`config.mk`:
```
export PLATFORM = sky130hd
export DESIGN_NAME = instr_dispatch_fsm
export DESIGN_NICKNAME = d
export VERILOG_FILES = /design/src/rtl/instr_dispatch_fsm.sv
export SDC_FILE = /design/constraint.sdc
export NUM_CORES = 1
export LEC_CHECK = 0
export ABC_CLOCK_PERIOD_IN_PS = 2700
export CAP_MARGIN = 20
export CORE_ASPECT_RATIO = 0.8
export CORE_MARGIN = 2
export CORE_UTILIZATION = 47
export DETAILED_ROUTE_END_ITERATION = 8
export PLACE_DENSITY = 0.86
export SLEW_MARGIN = 20
export SYNTH_ARGS = -nofsm -noshare
export SYNTH_HDL_FRONTEND = slang
export SYNTH_SLANG_ARGS = --single-unit
```
`constraint.sdc`:
```
create_clock -name clk -period 2.7 [get_ports clk]
set_input_delay 0.54 -clock clk [delete_from_list [all_inputs] [get_ports clk]]
set_output_delay 0.54 -clock clk [all_outputs]
set_load 0.01 [all_outputs]
```
`src/rtl/instr_dispatch_fsm.sv`:
```
// Instruction dispatch controller: fetches a command word, launches one of N_OPS
// execution units, forwards partial/final results to an output FIFO and reports status.
module instr_dispatch_fsm #(
  parameter int WORD_SIZE = 16,
  parameter int OP_W      = 8,
  parameter int N_OPS     = 4,
  parameter int TIMEOUT   = 1024,
  localparam int SEL_W    = (N_OPS > 1) ? $clog2(N_OPS) : 1,
  localparam int ARGB_W   = WORD_SIZE - OP_W - 3
) (
  input  logic                 clk,
  input  logic                 rst,
  input  logic                 start_i,
  input  logic [1:0]           mode_i,
  input  logic                 cmd_valid_i,
  input  logic [WORD_SIZE-1:0] cmd_word_i,
  output logic                 cmd_rd_o,
  output logic [OP_W-1:0]      instr_o,
  output logic [2:0]           arg_a_o,
  output logic [ARGB_W-1:0]    arg_b_o,
  output logic [N_OPS-1:0]     unit_start_o,
  input  logic [N_OPS-1:0]     unit_done_i,
  input  logic [N_OPS-1:0]     unit_partial_i,
  input  logic                 out_full_i,
  output logic                 out_wr_o,
  output logic [SEL_W-1:0]     out_sel_o,
  output logic                 busy_o,
  output logic                 done_o,
  output logic [1:0]           err_o,
  input  logic                 abort_i
);

  localparam int CNT_W = (TIMEOUT > 1) ? $clog2(TIMEOUT) : 1;
  localparam logic [CNT_W-1:0] CNT_LAST = CNT_W'(TIMEOUT - 1);
  localparam logic [OP_W:0]    N_OPS_L  = (OP_W + 1)'(N_OPS);

  typedef enum logic [3:0] {
    S_IDLE, S_FETCH_WAIT, S_FETCH_DONE, S_LAUNCH, S_WAIT,
    S_PART_WR, S_FINAL_WR, S_DONE, S_ERR
  } state_e;

  typedef enum logic [1:0] {
    ERR_OK      = 2'b00,
    ERR_OPCODE  = 2'b01,
    ERR_TIMEOUT = 2'b10,
    ERR_ABORT   = 2'b11
  } err_e;

  localparam logic [1:0] MODE_FETCH = 2'b00;
  localparam logic [1:0] MODE_EXEC  = 2'b01;

  state_e            state_q;
  err_e              err_q;
  logic [OP_W-1:0]   instr_q;
  logic [2:0]        arg_a_q;
  logic [ARGB_W-1:0] arg_b_q;
  logic [SEL_W-1:0]  out_sel_q;
  logic [CNT_W-1:0]  cnt_q;

  // NOTE: all state is updated with non-blocking assignments so every register
  // samples the pre-edge values, independent of statement order.
  always_ff @(posedge clk or negedge rst) begin
    if (!rst) begin
      state_q   <= S_IDLE;
      err_q     <= ERR_OK;
      instr_q   <= '0;
      arg_a_q   <= '0;
      arg_b_q   <= '0;
      out_sel_q <= '0;
      cnt_q     <= '0;
    end else begin
      unique case (state_q)
        S_IDLE: begin
          if (start_i) begin
            err_q <= ERR_OK;
            if (mode_i == MODE_FETCH) begin
              state_q <= S_FETCH_WAIT;
            end else if (mode_i == MODE_EXEC) begin
              if ({1'b0, instr_q} < N_OPS_L) begin
                state_q   <= S_LAUNCH;
                out_sel_q <= SEL_W'(instr_q);
              end else begin
                state_q <= S_ERR;
                err_q   <= ERR_OPCODE;
              end
            end
          end
        end
        S_FETCH_WAIT: begin
          if (cmd_valid_i) begin
            instr_q <= cmd_word_i[OP_W-1:0];
            arg_a_q <= cmd_word_i[OP_W+2:OP_W];
            arg_b_q <= cmd_word_i[WORD_SIZE-1:OP_W+3];
            state_q <= S_FETCH_DONE;
          end
        end
        S_LAUNCH: begin
          cnt_q <= '0;
          if (abort_i) begin
            state_q <= S_ERR;
            err_q   <= ERR_ABORT;
          end else begin
            state_q <= S_WAIT;
          end
        end
        S_WAIT: begin
          // Only the launched unit's handshakes matter; the counter never wraps.
          if (abort_i) begin
            state_q <= S_ERR;
            err_q   <= ERR_ABORT;
          end else if (unit_done_i[out_sel_q]) begin
            state_q <= S_FINAL_WR;
          end else if (unit_partial_i[out_sel_q]) begin
            state_q <= S_PART_WR;
          end else if (cnt_q == CNT_LAST) begin
            state_q <= S_ERR;
            err_q   <= ERR_TIMEOUT;
          end else begin
            cnt_q <= cnt_q + CNT_W'(1);
          end
        end
        S_PART_WR: begin
          if (abort_i) begin
            state_q <= S_ERR;
            err_q   <= ERR_ABORT;
          end else if (!out_full_i) begin
            state_q <= S_WAIT;
          end
        end
        S_FINAL_WR: begin
          if (abort_i) begin
            state_q <= S_ERR;
            err_q   <= ERR_ABORT;
          end else if (!out_full_i) begin
            state_q <= S_DONE;
          end
        end
        S_DONE: begin
          err_q   <= ERR_OK;
          state_q <= S_IDLE;
        end
        S_FETCH_DONE, S_ERR: state_q <= S_IDLE;
        default:             state_q <= S_IDLE;
      endcase
    end
  end

  // Handshake strobes follow their inputs within the state; an abort suppresses the write.
  assign cmd_rd_o     = (state_q == S_FETCH_WAIT) && cmd_valid_i;
  assign out_wr_o     = ((state_q == S_PART_WR) || (state_q == S_FINAL_WR)) &&
                        !out_full_i && !abort_i;
  assign unit_start_o = (state_q == S_LAUNCH) ? (N_OPS'(1) << out_sel_q) : '0;
  assign busy_o       = (state_q != S_IDLE);
  assign done_o       = (state_q == S_FETCH_DONE) || (state_q == S_DONE) ||
                        (state_q == S_ERR);
  assign err_o        = err_q;
  assign instr_o      = instr_q;
  assign arg_a_o      = arg_a_q;
  assign arg_b_o      = arg_b_q;
  assign out_sel_o    = out_sel_q;

endmodule

```
# --- Word level (Yosys, flattened, before mapping) ---
# Index checks and enable logic that the tools add are counted.
word_totals:
  register_bits: 34
  inputBits: 32
  out_inout_bits: 28
  elab_cells: 90
classes:
  n_addsub: 1
  magnitude_cmp: 2
  n_eq_ne: 24
  shifts: 1
  muxes: 35
  n_bitwise: 1
  reduce_logical: 19
op_table:
  columns: ["cell", "n"]
  rows:
  - ["4-bit two-way mux", 15]
  - ["10-bit two-way mux", 4]
  - ["4-bit case mux with 6 select lines", 1]
  - ["10-bit case mux with 2 select lines", 1]
  - ["3-bit inequality test, second input constant", 6]
  - ["4-bit by 3-bit equality test with 1-bit output, second input constant", 4]
  - ["2-bit two-way mux", 6]
  - ["2-bit inequality test, second input constant", 6]
  - ["6-bit AND reduction", 2]
  - ["10-bit by 1-bit adder with 10-bit output, second input constant", 1]
  - ["10-bit equality test, second input constant", 1]
  - ["5-bit AND reduction", 2]
  - ["4-bit by 2-bit equality test with 1-bit output, second input constant", 2]
  - ["8-bit by 3-bit less-than comparator with 1-bit output, second input constant", 1]
  - ["2-bit case mux with 4 select lines", 1]
  - ["4-bit nonzero test", 2]
  - ["1-bit two-way mux", 5]
  - ["5-bit inequality test, second input constant", 1]
  - ["1-bit binary-select mux with 2-bit select", 2]
  - ["4-bit by 1-bit equality test with 1-bit output, second input constant", 1]
  - ["4-bit equality test, second input constant", 1]
  - ["4-bit zero test", 1]
  - ["1-bit by 2-bit << shifter with 4-bit output, first input constant", 1]
  - ["1-bit logical AND", 3]
  - ["10 further kinds", 13]

# --- Depth between registers and ports, before layout ---
depth:
  word_depth: 6
  depth_mapped: 7
  depth_no_buf: 6

# --- Worst setup path after synthesis ---
# No wires, ideal clock.
synth_path:
  kind: "input-to-reg"
  from: "input unit_partial_i[3]"
  to: "register cnt_q[7]"
  setup_time_ps: 78
  t_arrival_ps: 2275
  required_ps: 2622
  setup_slack_ps: 347
  stages: 5
  path_buffers: 0
  cell_sequence: "or2_0 mux4_2 or4_1 or4_1 a21oi_1"
synth_via:
  elab_chain_len: 4
synth_rtl:
  columns: ["item", "line_no", "rtl"]
  rows:
  - ["from (decl)", "23", "input logic [N_OPS-1:0] unit_partial_i,"]
  - ["1-bit binary-select mux with 2-bit select", "113", "end else if (unit_partial_i[out_sel_q]) begin"]
  - ["1-bit two-way mux (not written as such)", "113", null]
  - ["2-bit inequality test (no source line)", null, null]
  - ["5-bit AND reduction (no source line)", null, null]
  - ["to (signal assigned)", "119", "cnt_q <= cnt_q + CNT_W'(1);"]
  - ["to (decl)", "58", "logic [CNT_W-1:0] cnt_q;"]
# No other way between the ends. The select of a mux whose other input is x is not followed.
# A chain may end at the register's enable or synchronous reset.

# --- Worst setup path in the final report ---
layout_path:
  from: "input unit_partial_i[0]"
  to: "register cnt_q[9]"
# The elaborated chain is that of the path after synthesis.

==> summary.md <==
| Metric | Value |
|---|---|
| Pint | 1640 uW |
| Syn_nets | ~270 |
| Static Leakage | roughly 0.0013 uW |
| Row count | 21 |
| Worst Tran Pin Value | between 600 and 700 ps |
| Mapped Area | between 1500 and 2000 um2 |
| Grt total ovfl | 0 |
| Hold Crit Depth | 2 |
| GRT Overall Usage | 24.2% |
| Synth area leader | dfrtp_1 |
| Register area share after synthesis | a little over two fifths |
| Fmax | approximately 0.38 GHz |
| Final Wtd Congestion | between 0.9 and 1 |
| Synth cell count leaders | nand2_1 (59), dfrtp_1 (34), nor2_1 (22), nand3_1 (10), a21oi_1 (9) |
| Critical Path Source Type | input port |
| Htree depth | 2 |
| Number of synthesized register bits | 34 |
| Final setup fails | 0 |
| CTS clk-pin slew, worst paths | around 80 ps |
| Hold Path Class | reg -> reg |
| Combinational power share | 42.7% |
| CTS Buffer Depth | 2 |
| Die ar. | between 4000 and 5000 um2 |
| Cts bufs inserted | 5 |
| Vias in the first global route | slightly below 2k |
| Vias per cell | approximately 5.5 |
| Initial Util | about 48% |
| Sequential share of power | roughly 34% |
| RSZ-0062 raised after global routing | false |
| DRT antenna net count | 0 |
| Num Clock Sinks | 34 |
| Crit Path Class | in -> reg |
| Largest net degree at the start of global routing | 35 |
| Switching Fraction | around 36% |
| Tcrit/Tclk final | between 90% and 100% |
| Top-area cell type share of the netlist area | between 40% and 50% |
| Nets | 343 |
| Share of cells above drive strength 1 | roughly an eighth |
| Post-synth EDFFs | 0 |
| Die height | approximately 62 um |
| Status | finished clean |
| Dpl cells | between 300 and 400 |
| Boundary pin count | 60 |
| Net Switching | 910 uW |
| Clock power share | 22.9% |
| Area taken by multi-input logic gates | about 1100 um2 |
| Final core utilization | around 70% |
| Hold Violations, Final | 0 |
| Root Driver | clkbuf_8 |
| Cell with the most instances after synthesis | nand2_1 |
| Setup ws final | 68.5 ps |
| PD cells | 883 nW/um2 |
| Max cap viols | 0 |
| CTS Hold Buffers Added | 0 |
| Antenna diodes | 0 |
| Slew Viols, Final | 0 |
| Crit-path max FO | 2 |
| Post-synth ARST share | 100% |
| Total wire length | about 5.5 mm |
| Initial antenna violation count | 0 |
| Filler instances | 327 |
| Register-to-Register Path Depth | 5 |
| Insertion delay to the later sink of the worst-skew pair | roughly 300 ps |
| VDD IR max | 601 uV |
| Critical Path AT | around 2900 ps |
| DP Worst Slack | -189 ps |
| Buffers on Ports | 59 |
| Via Count | approximately 2k |
| Area delta synth->final | 46.7% |
| Post-route DRC | 0 |
| Final critical-path required period | roughly 2600 ps |
| Dpl hpwl | about 4 mm |
| Avg Inst Size Synth | 8.44 um2 |
| Drt initial violations | approximately 190 |
| Crit path capture type | register |
| TritonCTS clock tree | yes |
| Synth top area cells | dfrtp_1 (43%), nand2_1 (11%), nor2_1 (4.2%) |
| Core ar. | roughly 4100 um2 |
| Drt pass-1 iters | 5 |
| Post-synthesis cell type count | 45 |
| Global-route wire length before repair | ~8.8 mm |
| Warnings, synthesis | 0 |
| Die Wd | 76.3 um |
| Finished Layout Cells | between 300 and 400 |
| Mapped Cells | 233 |
| Register area | around 850 um2 |
| WP data required | 2920 ps |
| Clock skew | ~6.8 ps |
| Slew margin rel. | around 59% |
| Synth Flop Type | dfrtp_1 |
| Wire per inst | approximately 15 um |
## critical path, stage by stage
cell	delay, ps
clkdlybuf4s50_1	440
or2_1	250
mux4_2	470
or4_1	560
or4_1	420
a21oi_1	170
## placed cells by master (no fill, tap or decap), types with 6 or more instances in the layout
cell type        instances
dfrtp_1                 33
nand3_1                 10
mux2_2                   6
and3_1                   6
buf_4                   21
clkdlybuf4s50_1         58
o21ai_0                  8
nand2_1                 59
a21oi_1                  9
nor2_1                  22
nor3_1                   7
## registers in the layout, summed over array words and instances, names as in the netlist
| signal | count |
|---|---|
| arg_a_o | 3 |
| instr_o | 8 |
| arg_b_o | 5 |
| state_q | 4 |
| cnt_q | 10 |
| err_o | 2 |
| out_sel_o | 2 |
## area by class of cell
type	count	area share [%]
Timing Repair Buffer	80	25.9
Clock inverter	3	2.39
Multi-Input combinational cell	183	36.6
Clock buffer	5	2.39
Sequential cell	34	29.5
Tap cell	57	2.47
Inverter	6	0.781
## cell families after synthesis
family	after synthesis	synth area share [%]
AO/OA/AOI/OAI	34	11.3
AND/OR/NAND/NOR	133	32.1
flip-flops	34	43.3
buffers and inverters	16	3.12
adder cells (fa/ha/maj)	1	0.636
XOR/XNOR	5	2.23
multiplexers	10	7.38
## metal layers
metal / routed length (um) / global-route usage, % / part of all wire, %
met1: 2300 / 29.0 / 42
met5: 0 / 0 / 0
met4: 120 / 11.7 / 2.2
met3: 488 / 8.24 / 8.8
met2: 2600 / 40.8 / 47
## path summary, 6_finish.rpt
check | start | endpoint | slack, ps
worst max-delay path | unit_partial_i[0] | cnt_q[9] | 70
worst min-delay path | arg_b_o[0] | arg_b_o[0] | 480
worst max register to register | state_q[0] | cnt_q[9] | 260
worst min register to register | arg_b_o[0] | arg_b_o[0] | 480
max in group asynchronous | rst | state_q[0] | 1730
min in group asynchronous | rst | cnt_q[8] | 650
## through the flow
step                hold slack [ps]  TNS [ps]  total power [uW]  instance area (um2)
detailed placement              465      -441              1950                 2750
floorplan                       244         0              1390                 1970
global placement                457      -237              1910                 2750
global route                    513         0              2690                 2890
finish                          480         0              2550                 2890
CTS                             484         0              2540                 2880
## power groups by stage
stage | combinational (uW) | clock [uW] | sequential, uW
after floorplan | 533 | 0 | 858
after global placement | 1050 | 0 | 867
after detailed placement | 1080 | 0 | 872
after CTS | 1090 | 577 | 870
after global routing | 1180 | 602 | 900
final | 1090 | 582 | 876
## timing repair
item | CTS | global route
setup endpoints to repair | 1 | 2
buffers inserted | 0 | 0
resized for setup | 1 | 1
endpoints found under the hold margin | 0 | 0
pin swaps | 0 | 0
No activity file was read; power rests on OpenSTA's default activity.
